`src/rtl/fwft_fifo_param.sv`:
```
// First-word-fall-through FIFO, valid/ready on both sides, any DEPTH >= 2.
// Define FWFT_FIFO_PEAK_EN to add the peak_clear/peak_count high-water mark.
module fwft_fifo_param #(
  parameter int DATA_WIDTH    = 8,
  parameter int DEPTH         = 81,
  parameter int AFULL_THRESH  = DEPTH - 4,
  parameter int AEMPTY_THRESH = 4,
  localparam int CNT_W        = $clog2(DEPTH + 1)
) (
  input  logic                  clk,
  input  logic                  reset,
  input  logic                  in_valid,
  output logic                  in_ready,
  input  logic [DATA_WIDTH-1:0] in_data,
  output logic                  out_valid,
  input  logic                  out_ready,
  output logic [DATA_WIDTH-1:0] out_data,
  output logic [CNT_W-1:0]      count,
  output logic                  almost_full,
  output logic                  almost_empty
`ifdef FWFT_FIFO_PEAK_EN
  ,
  input  logic                  peak_clear,
  output logic [CNT_W-1:0]      peak_count
`endif
);

  localparam int PTR_W = (DEPTH > 1) ? $clog2(DEPTH) : 1;
  localparam logic [PTR_W-1:0] LAST_PTR = PTR_W'(DEPTH - 1);
  localparam logic [CNT_W-1:0] FULL_CNT = CNT_W'(DEPTH);
  localparam logic [CNT_W-1:0] AF_CNT   = CNT_W'(AFULL_THRESH);
  localparam logic [CNT_W-1:0] AE_CNT   = CNT_W'(AEMPTY_THRESH);

  if (!(DEPTH >= 2 && AEMPTY_THRESH >= 0 && AEMPTY_THRESH < AFULL_THRESH &&
        AFULL_THRESH <= DEPTH)) begin : g_param_check
    $error("fwft_fifo_param: need DEPTH>=2 and 0<=AEMPTY_THRESH<AFULL_THRESH<=DEPTH");
  end

  logic [DATA_WIDTH-1:0] mem [DEPTH];
  logic [PTR_W-1:0]      wr_ptr;
  logic [PTR_W-1:0]      rd_ptr;
  logic [CNT_W-1:0]      count_next;
  logic                  push;
  logic                  pop;

  // Handshake and flags look only at registered count, so there is no
  // combinational path from out_ready to in_ready.
  always_comb begin
    in_ready     = (count != FULL_CNT);
    out_valid    = (count != '0);
    push         = in_valid & in_ready;
    pop          = out_valid & out_ready;
    out_data     = out_valid ? mem[rd_ptr] : '0;
    almost_full  = (count >= AF_CNT);
    almost_empty = (count <= AE_CNT);
  end

  always_comb begin
    count_next = count;
    if (push && !pop)
      count_next = count + 1'b1;
    else if (pop && !push)
      count_next = count - 1'b1;
  end

  always_ff @(posedge clk) begin
    if (!reset && push)
      mem[wr_ptr] <= in_data;
  end

  // Pointers wrap explicitly since DEPTH need not be a power of two.
  always_ff @(posedge clk) begin
    if (reset) begin
      wr_ptr <= '0;
      rd_ptr <= '0;
      count  <= '0;
    end else begin
      if (push)
        wr_ptr <= (wr_ptr == LAST_PTR) ? '0 : wr_ptr + 1'b1;
      if (pop)
        rd_ptr <= (rd_ptr == LAST_PTR) ? '0 : rd_ptr + 1'b1;
      count <= count_next;
    end
  end

`ifdef FWFT_FIFO_PEAK_EN
  always_ff @(posedge clk) begin
    if (reset)
      peak_count <= '0;
    else if (peak_clear)
      peak_count <= count_next;
    else if (count_next > peak_count)
      peak_count <= count_next;
  end
`endif

endmodule

```
`config.mk`:
```
export PLATFORM = sky130hd
export DESIGN_NAME = fwft_fifo_param
export DESIGN_NICKNAME = d
export VERILOG_FILES = /design/src/rtl/fwft_fifo_param.sv
export SDC_FILE = /design/constraint.sdc
export NUM_CORES = 1
export LEC_CHECK = 0
export BUFFER_PORTS_ARGS = -buffer_cell sky130_fd_sc_hd__buf_2
export CORE_ASPECT_RATIO = 0.75
export CORE_UTILIZATION = 55
export CTS_CLUSTER_SIZE = 12
export DETAILED_ROUTE_END_ITERATION = 7
export GPL_ROUTABILITY_DRIVEN = 0
export PLACE_DENSITY_LB_ADDON = 0.2
export SLEW_MARGIN = 15
export SYNTH_ARGS = -nofsm -noshare
export SYNTH_HDL_FRONTEND = slang
export SYNTH_SLANG_ARGS = --single-unit
```
`constraint.sdc`:
```
create_clock -name clk -period 3.3 [get_ports clk]
set_input_delay 0.66 -clock clk [delete_from_list [all_inputs] [get_ports clk]]
set_output_delay 0.66 -clock clk [all_outputs]
set_load 0.01 [all_outputs]
```
Word-level counts from Yosys, hierarchy flattened

Memories as Yosys holds them, arrays and structs flattened. A register that Yosys moved wholly into a read port is not among the register bits.
Cells that the tools add are included.

Output and inout port bits: 19
Logic and storage cells: 32
Bits in writable memories: 648
Memories: 1
Bits in registers: 21
Input port bits: 12

Memories:

| name | depth | bits a word | rd ports | clocked after memory_dff | write ports | line | RTL |
|---|---|---|---|---|---|---|---|
| mem  | 81    | 8           | 1        | 1                        | 1           | 39   | `logic [DATA_WIDTH-1:0] mem [DEPTH];` |

Bitwise operators: 2
Add/sub/neg operators: 4
Reduce and logical (&&, ||, !) cells: 8
$lt $le $gt $ge: 2
Equality and inequality tests: 3
Mux-type cells: 9

Operators with widths:

| cell                                                      | number |
|---|---|
| 2-to-1 mux 7 bit                                          | 6 |
| adder 7 x 1 -> 7 bit (second input constant)              | 3 |
| equality test 7 bit (second input constant)               | 2 |
| 2-to-1 mux 8 bit                                          | 1 |
| greater-or-equal comparator 7 bit (second input constant) | 1 |
| <= comparator 7 x 3 -> 1 bit (second input constant)      | 1 |
| != test 7 bit (second input constant)                     | 1 |
| nonzero test 7 bit                                        | 1 |
| subtractor 7 x 1 -> 7 bit (second input constant)         | 1 |
| logical AND 1 bit                                         | 3 |
| zero test 1 bit                                           | 3 |
| bitwise AND 1 bit                                         | 2 |
| 2-to-1 mux 1 bit                                          | 2 |
| nonzero test 2 bit                                        | 1 |

Depth between registers and ports, before layout

Depth after elaboration: 6
Mapped depth: 13
Gate-level depth less buffers: 12

Worst setup path before layout

OpenSTA, ideal clock, no wires.

Path type: register to register
Start point: reg count[0]
End point: reg count[5]
Data required time: 3.173 ns
Slack: 0.226 ns
Buffers on the path: 1
Clock period less this slack: 3.074 ns
Stages on the path, launching flop included: 14
Arrival time: 2.947 ns
Path through: dfxtp_1 > clkbuf_1 > nor3_1 > a21boi_1 > inv_1 > ha_1 > inv_1 > ha_1 > a21o_1 > a21o_1 > a21o_1 > a21oi_1 > nor4_1 > or3_1

Word-level cells in the longest chain between the ends: 5

RTL lines:

| item                                                              | line | RTL |
|---|---|---|
| from (decl)                                                       | 18   | `output logic [CNT_W-1:0] count,` |
| from (signal assigned)                                            | 82   | `count <= count_next;` |
| branches (longest 5 deep; another with subtractor 7 x 1 -> 7 bit) | --   |  |

Several ways; the timed one is not identified. The select of a mux whose other input is x is not followed.
A chain may end at the register's enable or synchronous reset.

==> metrics.yaml <==
critical_path:
  critPathLaunchType: "flop"
  cp-end-kind: "output pin"
  max_stage_delay_ps: 510
  cp_top_family: "multiplexers"
  path_max_fanout: 6
  crit_slowest_cell: "mux4_2"
  critPathKind: "reg -> out"
  path_cells: "buf_12 -> buf_12 -> buf_16 -> mux4_2 -> mux2i_1 -> a21oi_1 -> a22oi_2 -> nand3_4 -> buf_6"
  cpMostUsedCell: "buf_12"
  cp.arrival_ps: 3000
  path_buf_inv: 4
  required_ps: 2640
  regToRegStartpoint: "count[1]$_SDFFE_PP0P_"
clock_tree:
  insertion_delay_ps: 600
  cts_buffer_depth: 3
  hold_buffers: 0
  cts_sinks: 676
  cts_buffers: 68
  cts_tree: "built"
  path_clk_slew_ps: 60
  cts_root_buf: "clkbuf_16"
  htreeDepth: 3
synthesis:
  syn_inst: 1386
  ys_top_cells_by_count: "edfxtp_1, nor2_1, mux2i_1, mux4_2, a22oi_1"
  synth_edf_count: 648
  synth_most_common_cell: "edfxtp_1"
  ys_types: 45
  synthesis.area_sq_um: 26700
  synth_top_area_share_pct: 72.9
  yosysWarnings: 0
  synth_top_area_cell: "edfxtp_1"
  synth-async-reset-ratio_pct: 0
  ys_seq_area_share_pct: 75.0
  synth.avg_cell_area_sq_um: 19.3
  ys_seq_elements: 676
  synth-main-ff-cell: "edfxtp_1"
  synth.area.top_cells: "edfxtp_1, mux4_2, mux2i_1"
  synth_nets: 1409
global_routing:
  antenna_found_initial: 0
  grt_remaining_overflow: 0
  track_usage_pct: 26.9
  grt_pass1_vias: 14000
  grt_start_max_net_pins: 82
  grt_pass1_wl_mm: 94.3
cells_and_area:
  drive_gt1_share_pct: 28.9
  antenna_cells: 0
  final_cell_area_sq_um: 31400
  stdcell_count: 2292
  nNetsFinal: 1648
  syn_to_final_growth_pct: 17.8
  fin_util_pct: 66.0
outcome:
  violations: "setup timing"
  outcome: "complete, but fails checks"
timing:
  rsz0062_at_grt: "yes"
  hold_violations: 0
  layout_setup_ws_ps: -359
  finClkSkew_ps: 28.9
  slew_headroom_pct: 35.6
  fmax_ghz: 0.273
  slew_violations: 0
  period_share_pct: 111
  setup_tns_ps: -2470
  worst_pin_slew_ps: 966
  setup_viol: 8
  finalCriticalPeriod_ps: 3660
placed_design:
  placed_cells: 2163
  io_buffers: 30
  placed_cell_area_sq_um: 28800
  detailed_place_hpwl_mm: 39.5
power_and_ir_drop:
  power.switching_w: 0.00567
  p_clk_share_pct: 31.6
  pwr-share-seq_pct: 44.1
  intPower_w: 0.0160
  power_leakage_nw: 10.1
  p_sw_share_pct: 26.2
  combPwrFrac_pct: 24.2
  irDropWorstVdd_mv: 0.459
  total_power_w: 0.0217
  power_density_nw_per_um2: 689
route:
  via_count: 14300
  drtAntennaViolNets: 0
  wirelength_mm: 64.3
  drt-pass1-iter-count: 5
  drc: 0
  viasPerCell: 6.22
  drtIter0Drc: 1686
  wl_per_cell_microns: 28.1
floorplan:
  rows: 69
  die_x_microns: 256
  start_util_pct: 56.0
  core_area_sq_um: 47700
  io_pins: 31
  die-area_sq_um: 49400
  die_h_microns: 193
job:
  maxCapViolations: 0
hold_path:
  worstHoldPathType: "in -> reg"
  hp-start: "in_data[7]"
[logic make-up (layout without fill, tap and decap cells)]
group,after synthesis,count (layout),share of synthesized area (%)
and+or+nand+nor,212,212,3.61
DFF,676,676,75.0
muxes,241,241,14.8
AOI/OAI and AO/OA,150,150,3.76
buffers and inverters,79,346,1.66
adders and majority gates,11,11,0.544
xor gates and xnor gates,17,17,0.558
[worst reg2reg max path, cell delays in order (launching register included)]
cell and delay, ps:
dfxtp_1 390, nor4_1 460, a41oi_2 200, ha_1 290, inv_1 210, ha_1 270
a21o_1 170, a21o_1 190, a21o_1 190, a21oi_1 190, nor4_1 60, or3_1 370
[layout by cell type, fill, tap and decap left out, types with 10 or more instances in the layout]
master	n
dfxtp_1	24
a211oi_1	12
clkbuf_1	18
a22oi_1	50
nor2_1	113
buf_2	25
mux4_2	113
mux2i_1	108
nor4_1	10
nor2b_1	23
a22oi_2	14
ha_1	10
nand3_1	11
xor2_1	11
buf_12	20
buf_4	171
edfxtp_1	648
a21oi_1	45
clkbuf_16	72
nand2_1	25
[state kept, by name (all words and copies together) (netlist names), named ones only]
| signal | flops |
|---|---|
| count | 7 |
| rd_ptr | 7 |
| mem | 648 |
| wr_ptr | 7 |
[power by group through the flow]
stage	Clock [W]	Combinational [W]	Sequential (W)
floorplan	0	0.00290	0.00971
global placement	0	0.00430	0.00978
detailed placement	0	0.00436	0.00978
CTS	0.00693	0.00500	0.00956
global route	0.00727	0.00554	0.00957
finish	0.00686	0.00524	0.00956
[layout make-up]
| class | instances | area [sq um] |
|---|---|---|
| clock buffer | 89 | 1840 |
| clock inverter | 9 | 45.0 |
| fill | 3157 | 16200 |
| inverter | 9 | 33.8 |
| multi-input combinational | 631 | 6400 |
| sequential | 676 | 20000 |
| tap | 639 | 800 |
| timing repair buffer | 239 | 2270 |
[routing by layer]
| layer | vias to the layer above | GRT usage (%) | wire length, microns |
|---|---|---|---|
| met5 | - | 0 | 0 |
| met4 | 0 | 7.65 | 1620 |
| met3 | 100 | 8.79 | 7670 |
| met2 | 700 | 37.9 | 27700 |
| met1 | 7375 | 40.4 | 27400 |
| li1 | 6086 | - | - |
[worst paths after layout]
check / end / slack [ps] / depth (start not counted)
setup / recovery: out_data[3] / -360 / 9
hold / removal: mem[60][7]$_DFFE_PP_ / 340 / 1
setup reg to reg: count[5]$_SDFFE_PP0P_ / 210 / 11
hold reg to reg: count[2]$_SDFFE_PP0P_ / 550 / 2
[repair_timing]
item	CTS	global route
buffers inserted	15	10
gates resized for setup	50	21
pin swaps	14	8
endpoints found under the setup margin	8	8
cloned	6	1
[metrics by stage]
stage                     hold slack [ps]  setup WS (ps)
after floorplan                       493            226
after CTS                             310           -395
after global routing                  324           -439
after global placement                514           -122
final                                 344           -359
after detailed placement              544          -73.7
Note: power is estimated with default switching activity, not from simulation.
